$ cat src/rtl/dump_pkg.sv
// Shared section codes, FSM states and record field widths for the state dump engine.
package dump_pkg;

    localparam int unsigned IDX_W = 16;
    localparam int unsigned SEC_W = 2;

    localparam logic [SEC_W-1:0] SEC_HDR = 2'd0;
    localparam logic [SEC_W-1:0] SEC_GPR = 2'd1;
    localparam logic [SEC_W-1:0] SEC_FPR = 2'd2;
    localparam logic [SEC_W-1:0] SEC_MEM = 2'd3;

    typedef enum logic [2:0] {
        ST_IDLE,
        ST_HALT_WAIT,
        ST_HDR,
        ST_GPR,
        ST_FPR,
        ST_MEM_ADDR,
        ST_MEM_CAP,
        ST_FIN
    } dump_state_e;

endpackage

$ cat src/rtl/dump_out_reg.sv
// Record holding register: loads when empty or draining, holds all fields while stalled.
import dump_pkg::*;

module dump_out_reg #(
    parameter int unsigned DATA_W = 32
) (
    input  logic              clk,
    input  logic              rst,
    input  logic              load,
    input  logic [DATA_W-1:0] ld_data,
    input  logic [SEC_W-1:0]  ld_sec,
    input  logic [IDX_W-1:0]  ld_idx,
    input  logic              ld_last,
    input  logic              out_ready,
    output logic              out_valid,
    output logic [DATA_W-1:0] out_data,
    output logic [SEC_W-1:0]  out_sec,
    output logic [IDX_W-1:0]  out_idx,
    output logic              out_last,
    output logic              free_c
);

    assign free_c = !out_valid || out_ready;

    always_ff @(posedge clk) begin
        if (rst) begin
            out_valid <= 1'b0;
            out_data  <= '0;
            out_sec   <= '0;
            out_idx   <= '0;
            out_last  <= 1'b0;
        end else if (load && free_c) begin
            out_valid <= 1'b1;
            out_data  <= ld_data;
            out_sec   <= ld_sec;
            out_idx   <= ld_idx;
            out_last  <= ld_last;
        end else if (out_ready) begin
            out_valid <= 1'b0;
        end
    end

endmodule

$ cat src/rtl/state_dump_unit.sv
// Architectural-state dump engine: halts the core, streams header, GPRs, FPRs (only when
// DUMP_FPR_EN is defined) and a data-memory window as tagged valid/ready records.
import dump_pkg::*;

module state_dump_unit #(
    parameter int unsigned DATA_W         = 32,
    parameter int unsigned NUM_GPR        = 32,
`ifdef DUMP_FPR_EN
    parameter int unsigned NUM_FPR        = 32,
`endif
    parameter int unsigned RF_AW          = 5,
    parameter int unsigned MEM_AW         = 8,
    parameter int unsigned MEM_BASE       = 0,
    parameter int unsigned MEM_DUMP_WORDS = 32
) (
    input  logic              clk,
    input  logic              rst,
    input  logic              start,
    output logic              halt_req,
    input  logic              halt_ack,
    output logic              rf_sel,
    output logic [RF_AW-1:0]  rf_raddr,
    input  logic [DATA_W-1:0] rf_rdata,
    output logic [MEM_AW-1:0] mem_raddr,
    input  logic [DATA_W-1:0] mem_rdata,
    output logic              out_valid,
    input  logic              out_ready,
    output logic [DATA_W-1:0] out_data,
    output logic [1:0]        out_sec,
    output logic [IDX_W-1:0]  out_idx,
    output logic              out_last,
    output logic              busy,
    output logic              done
);

    localparam logic [RF_AW-1:0]  GPR_LAST  = RF_AW'(NUM_GPR - 1);
`ifdef DUMP_FPR_EN
    localparam logic [RF_AW-1:0]  FPR_LAST  = RF_AW'(NUM_FPR - 1);
`endif
    localparam logic [IDX_W-1:0]  MEM_LAST  = IDX_W'(MEM_DUMP_WORDS - 1);
    localparam logic [MEM_AW-1:0] MEM_FIRST = MEM_AW'(MEM_BASE);

    dump_state_e       state;
    logic [DATA_W-1:0] cyc_cnt;
    logic [DATA_W-1:0] hdr_q;
    logic [IDX_W-1:0]  mem_i;

    logic              load_c;
    logic [DATA_W-1:0] ld_data;
    logic [SEC_W-1:0]  ld_sec;
    logic [IDX_W-1:0]  ld_idx;
    logic              ld_last;
    logic              free_c;

    // Record source select: the state decides what goes into the output register when it frees.
    always_comb begin
        load_c  = 1'b0;
        ld_data = '0;
        ld_sec  = SEC_HDR;
        ld_idx  = '0;
        ld_last = 1'b0;
        if (free_c) begin
            case (state)
                ST_HDR: begin
                    load_c  = 1'b1;
                    ld_data = hdr_q;
                end
                ST_GPR: begin
                    load_c  = 1'b1;
                    ld_data = rf_rdata;
                    ld_sec  = SEC_GPR;
                    ld_idx  = IDX_W'(rf_raddr);
                end
                ST_FPR: begin
                    load_c  = 1'b1;
                    ld_data = rf_rdata;
                    ld_sec  = SEC_FPR;
                    ld_idx  = IDX_W'(rf_raddr);
                end
                ST_MEM_CAP: begin
                    load_c  = 1'b1;
                    ld_data = mem_rdata;
                    ld_sec  = SEC_MEM;
                    ld_idx  = mem_i;
                    ld_last = (mem_i == MEM_LAST);
                end
                default: load_c = 1'b0;
            endcase
        end
    end

    always_ff @(posedge clk) begin
        if (rst) begin
            state     <= ST_IDLE;
            cyc_cnt   <= '0;
            hdr_q     <= '0;
            mem_i     <= '0;
            halt_req  <= 1'b0;
            rf_sel    <= 1'b0;
            rf_raddr  <= '0;
            mem_raddr <= '0;
            busy      <= 1'b0;
            done      <= 1'b0;
        end else begin
            cyc_cnt <= cyc_cnt + DATA_W'(1);
            done    <= 1'b0;
            case (state)
                ST_IDLE: begin
                    if (start) begin
                        hdr_q    <= cyc_cnt;
                        busy     <= 1'b1;
                        halt_req <= 1'b1;
                        state    <= ST_HALT_WAIT;
                    end
                end
                ST_HALT_WAIT: begin
                    if (halt_ack) state <= ST_HDR;
                end
                ST_HDR: begin
                    if (load_c) begin
                        rf_sel   <= 1'b0;
                        rf_raddr <= '0;
                        state    <= ST_GPR;
                    end
                end
                ST_GPR: begin
                    if (load_c) begin
                        if (rf_raddr == GPR_LAST) begin
                            rf_raddr <= '0;
`ifdef DUMP_FPR_EN
                            rf_sel   <= 1'b1;
                            state    <= ST_FPR;
`else
                            mem_raddr <= MEM_FIRST;
                            mem_i     <= '0;
                            state     <= ST_MEM_ADDR;
`endif
                        end else begin
                            rf_raddr <= rf_raddr + RF_AW'(1);
                        end
                    end
                end
`ifdef DUMP_FPR_EN
                ST_FPR: begin
                    if (load_c) begin
                        if (rf_raddr == FPR_LAST) begin
                            rf_raddr  <= '0;
                            rf_sel    <= 1'b0;
                            mem_raddr <= MEM_FIRST;
                            mem_i     <= '0;
                            state     <= ST_MEM_ADDR;
                        end else begin
                            rf_raddr <= rf_raddr + RF_AW'(1);
                        end
                    end
                end
`endif
                // Address cycle; memory answers in the following MEM_CAP cycle.
                ST_MEM_ADDR: state <= ST_MEM_CAP;
                ST_MEM_CAP: begin
                    if (load_c) begin
                        if (ld_last) begin
                            state <= ST_FIN;
                        end else begin
                            mem_raddr <= mem_raddr + MEM_AW'(1);
                            mem_i     <= mem_i + IDX_W'(1);
                            state     <= ST_MEM_ADDR;
                        end
                    end
                end
                ST_FIN: begin
                    if (out_valid && out_ready) begin
                        done     <= 1'b1;
                        busy     <= 1'b0;
                        halt_req <= 1'b0;
                        state    <= ST_IDLE;
                    end
                end
                default: state <= ST_IDLE;
            endcase
        end
    end

    dump_out_reg #(.DATA_W(DATA_W)) u_out_reg (
        .clk       (clk),
        .rst       (rst),
        .load      (load_c),
        .ld_data   (ld_data),
        .ld_sec    (ld_sec),
        .ld_idx    (ld_idx),
        .ld_last   (ld_last),
        .out_ready (out_ready),
        .out_valid (out_valid),
        .out_data  (out_data),
        .out_sec   (out_sec),
        .out_idx   (out_idx),
        .out_last  (out_last),
        .free_c    (free_c)
    );

endmodule

$ cat config.mk
export PLATFORM = sky130hd
export DESIGN_NAME = state_dump_unit
export DESIGN_NICKNAME = d
export VERILOG_FILES = /design/src/rtl/dump_pkg.sv /design/src/rtl/dump_out_reg.sv /design/src/rtl/state_dump_unit.sv
export SDC_FILE = /design/constraint.sdc
export NUM_CORES = 1
export LEC_CHECK = 0
export ABC_AREA = 1
export CAP_MARGIN = 10
export CORE_ASPECT_RATIO = 1.75
export CORE_MARGIN = 2
export CORE_UTILIZATION = 55
export CTS_BUF_LIST = sky130_fd_sc_hd__clkbuf_8
export DETAILED_ROUTE_END_ITERATION = 8
export PLACE_DENSITY = 0.83
export SKIP_CTS_REPAIR_TIMING = 1
export SYNTH_ARGS = -nofsm -noshare
export SYNTH_HDL_FRONTEND = slang
export SYNTH_HIERARCHICAL = 1
export SYNTH_SLANG_ARGS = --single-unit
$ cat constraint.sdc
create_clock -name clk -period 2.3 [get_ports clk]
set_clock_uncertainty 0.05 [all_clocks]
set_input_delay 0.46 -clock clk [delete_from_list [all_inputs] [get_ports clk]]
set_output_delay 0.46 -clock clk [all_outputs]
set_load 0.01 [all_outputs]
Word-level counts from Yosys, hierarchy flattened
Index checks and enable logic that the tools add are counted.

Add/sub/neg operators: 4. Eq/ne operators: 17. Multiplexer cells: 39. Bitwise logic cells: 1. Reductions and logical operators: 17.

Operator list (count): 32-bit case mux with 3 select lines (1); 16-bit 2-to-1 mux (5); 16-bit case mux with 2 select lines (2); 32-bit by 1-bit adder with 32-bit output (second input constant) (1); 32-bit 2-to-1 mux (1); 8-bit 2-to-1 mux (4); 3-bit 2-to-1 mux (7); 3-bit case mux with 7 select lines (1); 16-bit by 1-bit adder with 16-bit output (second input constant) (1); 16-bit by 5-bit == test with 1-bit output (second input constant) (1); 8-bit case mux with 2 select lines (1); 5-bit 2-to-1 mux (3); 3-bit == test (second input constant) (4); 2-bit inequality test (second input constant) (5); 5-bit case mux with 2 select lines (1); 1-bit 2-to-1 mux (9); 8-bit by 1-bit adder with 8-bit output (second input constant) (1); 2-bit nonzero test (4); 7-bit AND reduction (1); 3-bit by 2-bit == test with 1-bit output (second input constant) (2); 2-bit by 1-bit inequality test with 1-bit output (second input constant) (3); 2-bit case mux with 3 select lines (1); 3-bit AND reduction (2); 5-bit by 1-bit adder with 5-bit output (second input constant) (1); other kinds (13) (16).

Bits in registers: 150. Input bits: 69. Output and inout bits: 69. Word-level logic and storage cells: 91.

Logic depth before layout (Yosys ltp)
Depth after elaboration: 6. Depth in mapped cells: 14. Depth with buffers taken out: 14.

Cells and area by module
Netlist, hierarchy kept.

By module, submodules not included: state_dump_unit (instances 1, cells each 851, area each 5527.8 µm², seq. area each 1961.9 µm²); dump_out_reg (instances 1, cells each 339, area each 2292.2 µm², seq. area each 1041.0 µm²).

Worst setup path before layout
OpenSTA, ideal clock, no wires.

Path type: input-to-reg. Start: in out_ready. End: reg u_out_reg.out_data[9]. Setup time: 0.115 ns. Data arrival time: 1.928 ns. Data required time: 2.135 ns. Path slack: 0.207 ns. Stages on the path: 12. Buffers on the path: 5. Cells stage by stage: inv_1 > nand2_2 > buf_4 > buf_4 > inv_1 > clkbuf_1 > a21oi_1 > buf_4 > buf_2 > nand3_1 > nand2_1 > nor2_1.

Word-level cells in the longest chain between the ends: 3. Elaborated cells on any way between the ends: 4. Classes of those cells: mux (2); reduce/logical (2).

RTL lines: from (decl) (line state_dump_unit.sv:27) `input logic out_ready,`; 1-bit logical OR (line dump_out_reg.sv:23) `assign free_c = !out_valid || out_ready;`; named net free_c (line state_dump_unit.sv:53) `logic free_c;`; 1-bit 2-to-1 mux (line state_dump_unit.sv:62) `if (free_c) begin`; named net load_c (line state_dump_unit.sv:48) `logic load_c;`; 1-bit logical AND (line dump_out_reg.sv:32) `end else if (load && free_c) begin`; to (signal assigned) (line dump_out_reg.sv:34) `out_data <= ld_data;`; to (decl) (line dump_out_reg.sv:16) `output logic [DATA_W-1:0] out_data,`.

The timed path passes the listed nets, and every way through them passes these cells. A chain may end at the register's enable or synchronous reset.

Worst setup path in the final report
Start: reg rf_raddr[2]. End: out rf_raddr[2].

RTL lines: from (decl) (line state_dump_unit.sv:22) `output logic [RF_AW-1:0] rf_raddr,`; from (signal assigned) (line state_dump_unit.sv:139) `rf_raddr <= rf_raddr + RF_AW'(1);`.

No word-level cell between the ends.

==> key figures <==
Outcome
  • Status: finished, final reports clean

Setup path
  • Critical path startpoint category: register
  • CP Buf/Inv Count: 1
  • Arr. time, crit path: 1570 ps
  • Crit path kind: register to output pin
  • Crit end category: output pin
  • Crit-path slowest cell: clkdlybuf4s50_1
  • Worst Path Max Fanout: 5
  • Worst-path cell chain: clkdlybuf4s50_1
  • Top Family by Delay on Critical Path: buffers and inverters
  • WP data required: 1790 ps
  • Worst stage delay on the critical path: 630 ps

Yosys
  • Post-synth ARST share: 0
  • Top-count cell post-synth: nand2_1
  • Yosys top cell area share: 0.384
  • Sequential share of the synthesized area: 0.384
  • EDFF count, synth: 0
  • Primary FF master, synth: dfxtp_1
  • Commonest cells post-synth: nand2_1 (277), nor2_1 (158), dfxtp_1 (150)
  • Top post-synthesis cells by area: dfxtp_1 (38%), nand2_1 (13%), a21oi_1 (8.0%), nor2_1 (7.6%), inv_1 (6.8%)
  • Synth cell types: 44
  • Mapped Cells: approximately 1200
  • Cell taking the most area after synthesis: dfxtp_1
  • Post-Syn Area per Cell: 6.57 sq um
  • Syn Nets: 1264
  • Post-Synthesis Cell Area: 7820 sq um
  • Yosys reg bits: 150
  • Synth warn: 6

Timing
  • Max Slew Vio Count: 0
  • RSZ-0062 raised after global routing: false
  • Setup_tns: 0 ps
  • Slew margin rel.: 0.623
  • Worst-margin pin slew: 565 ps
  • Hold WS: 395 ps
  • Final Cycle Share: 0.902
  • Final setup violation count: 0
  • Final Hold Viols: 0
  • Final min period: approximately 2100 ps
  • Max Fclk: 482 MHz

Pwr
  • Pleak: 3.55 nW
  • Power Dens Cells: between 1000 and 1500 nW/um^2
  • Peak supply drop: 0.574 mV

Floorplanning
  • # IOs: 138
  • Die footprint: 15200 sq um
  • Die X: 94.1 microns
  • Row count: 57
  • Area of the core: 13900 sq um
  • Initial core utilization: 0.562
  • Die span in y: 162 microns

Placement
  • Placed inst area: 9410 sq um
  • Port Buffer Count: about 140
  • Dpl hpwl: 17800 microns
  • Gp weighted congestion: between 1 and 1.5
  • Placed insts: 1466

Routing
  • WL final: between 20000 and 25000 microns
  • Remaining antenna violation count: 0
  • DR WL/cell: 16.1 microns
  • Drt initial violations: 772
  • DRT Pass-1 Iters: 8
  • # DRC: 0
  • Via density: 5.49
  • Vias: 8228

Global route
  • Vias in the first global route: 7763
  • Gr ovfl total: 0
  • Largest net degree at the start of global routing: 83
  • Initial antenna violation count: 2
  • GRT Total Usage: 0.321
  • First-pass GRT wire length: 38200 microns

Finish
  • Final Util: 0.707
  • Share of cells above drive strength 1: 0.0751
  • Non-Filler Instances: 1498
  • P&R area growth vs syn: 25.7%
  • Final net count: 1382
  • Post-route cell area: around 9800 sq um
  • Final-layout fill cell count: approximately 1200

Clock tree
  • CTS Root Cell: clkbuf_8
  • TritonCTS Sinks: 150
  • Clk pin slew, worst setup/hold paths: around 80 ps
  • CTS tree: done
  • H-tree Lvls: 4
  • Worst-case clock buffer depth: 2
  • Worst-skew pair later-pin latency: around 460 ps
  • Number of buffers created by CTS: 17

Hold path
  • Hold Path Class: register to register

Flow run
  • Max-capacitance violation count: 0
cells in the final DEF (no fill, tap or decap), drive strengths merged, types with 18 or more instances in the layout:
cell and instances:
nand3 96, a21oi 130, nor2 164, nand2 283, dfxtp 150, clkdlybuf4s50 136
nor3 18, inv 150, a31oi 32, buf 31, o21ai 53
worst reg2reg max path, stage by stage (launching register included):
cell and delay (ps):
dfxtp_1 570, nand2_1 190, nor2_1 130, nor2_1 70, inv_2 180, buf_12 220
nand2_1 70, a31oi_1 220, inv_1 80, nand3_1 80, nand2_1 50, nor2_1 90
metal layers:
metal	vias up	track usage	wire length (microns)
li1	4036	-	-
met4	0	0.223	1890
met5	-	0	0
met2	384	0.572	12600
met3	125	0.0506	1310
met1	3683	0.336	8370
cell type report:
cell class | instances | area [sq um] | area share
inverter | 149 | 567 | 0.0577
clock inverter | 13 | 184 | 0.0187
clock buffer | 17 | 234 | 0.0238
tap | 177 | 221 | 0.0225
timing repair buffer | 167 | 1690 | 0.172
sequential | 150 | 3000 | 0.305
multi-input combinational | 823 | 3920 | 0.399
antenna | 2 | 5.00 | 0.000509
path summary, 6_finish.rpt:
path	slack, ps	cells past startpoint	to	from
max	220	1	rf_raddr[2]	rf_raddr[2]$_SDFFE_PP0P_
max reg2reg	220	11	u_out_reg/out_data[28]$_SDFFE_PP0P_	state[2]$_SDFFE_PP0P_
min	390	2	hdr_q[12]$_SDFFE_PP0P_	hdr_q[12]$_SDFFE_PP0P_
min reg2reg	390	2	hdr_q[12]$_SDFFE_PP0P_	hdr_q[12]$_SDFFE_PP0P_
sequential cells by signal (all words and copies together) (netlist names), 2 cells and up:
register,cells
mem_i,16
cyc_cnt,32
u_out_reg/out_sec,2
rf_raddr,5
state,3
u_out_reg/out_idx,16
hdr_q,32
mem_raddr,8
u_out_reg/out_data,32
power by group:
group | internal [mW] | leakage (nW) | switching [mW] | total (mW)
clock network | 1.17 | 0.209 | 1.02 | 2.19
logic | 2.24 | 2.12 | 2.95 | 5.19
registers | 3.21 | 1.22 | 0.452 | 3.66
metrics by stage:
step                setup WS, ps  total power, mW
global route                72.3             11.8
CTS                          237             11.0
floorplan                    207             6.96
global placement            57.3             8.71
finish                       225             11.0
detailed placement        -0.532             8.82
logic make-up after synthesis:
kind of cell    count (synthesis)  share of synthesized area
buf+inv                       217                      0.118
flops                         150                      0.384
other cells                     1                   0.000480
xor+xnor                       15                     0.0168
simple gates                  581                      0.322
compound gates                221                      0.151
fa+ha+maj                       5                    0.00800
(Power assumes the default switching activity.)
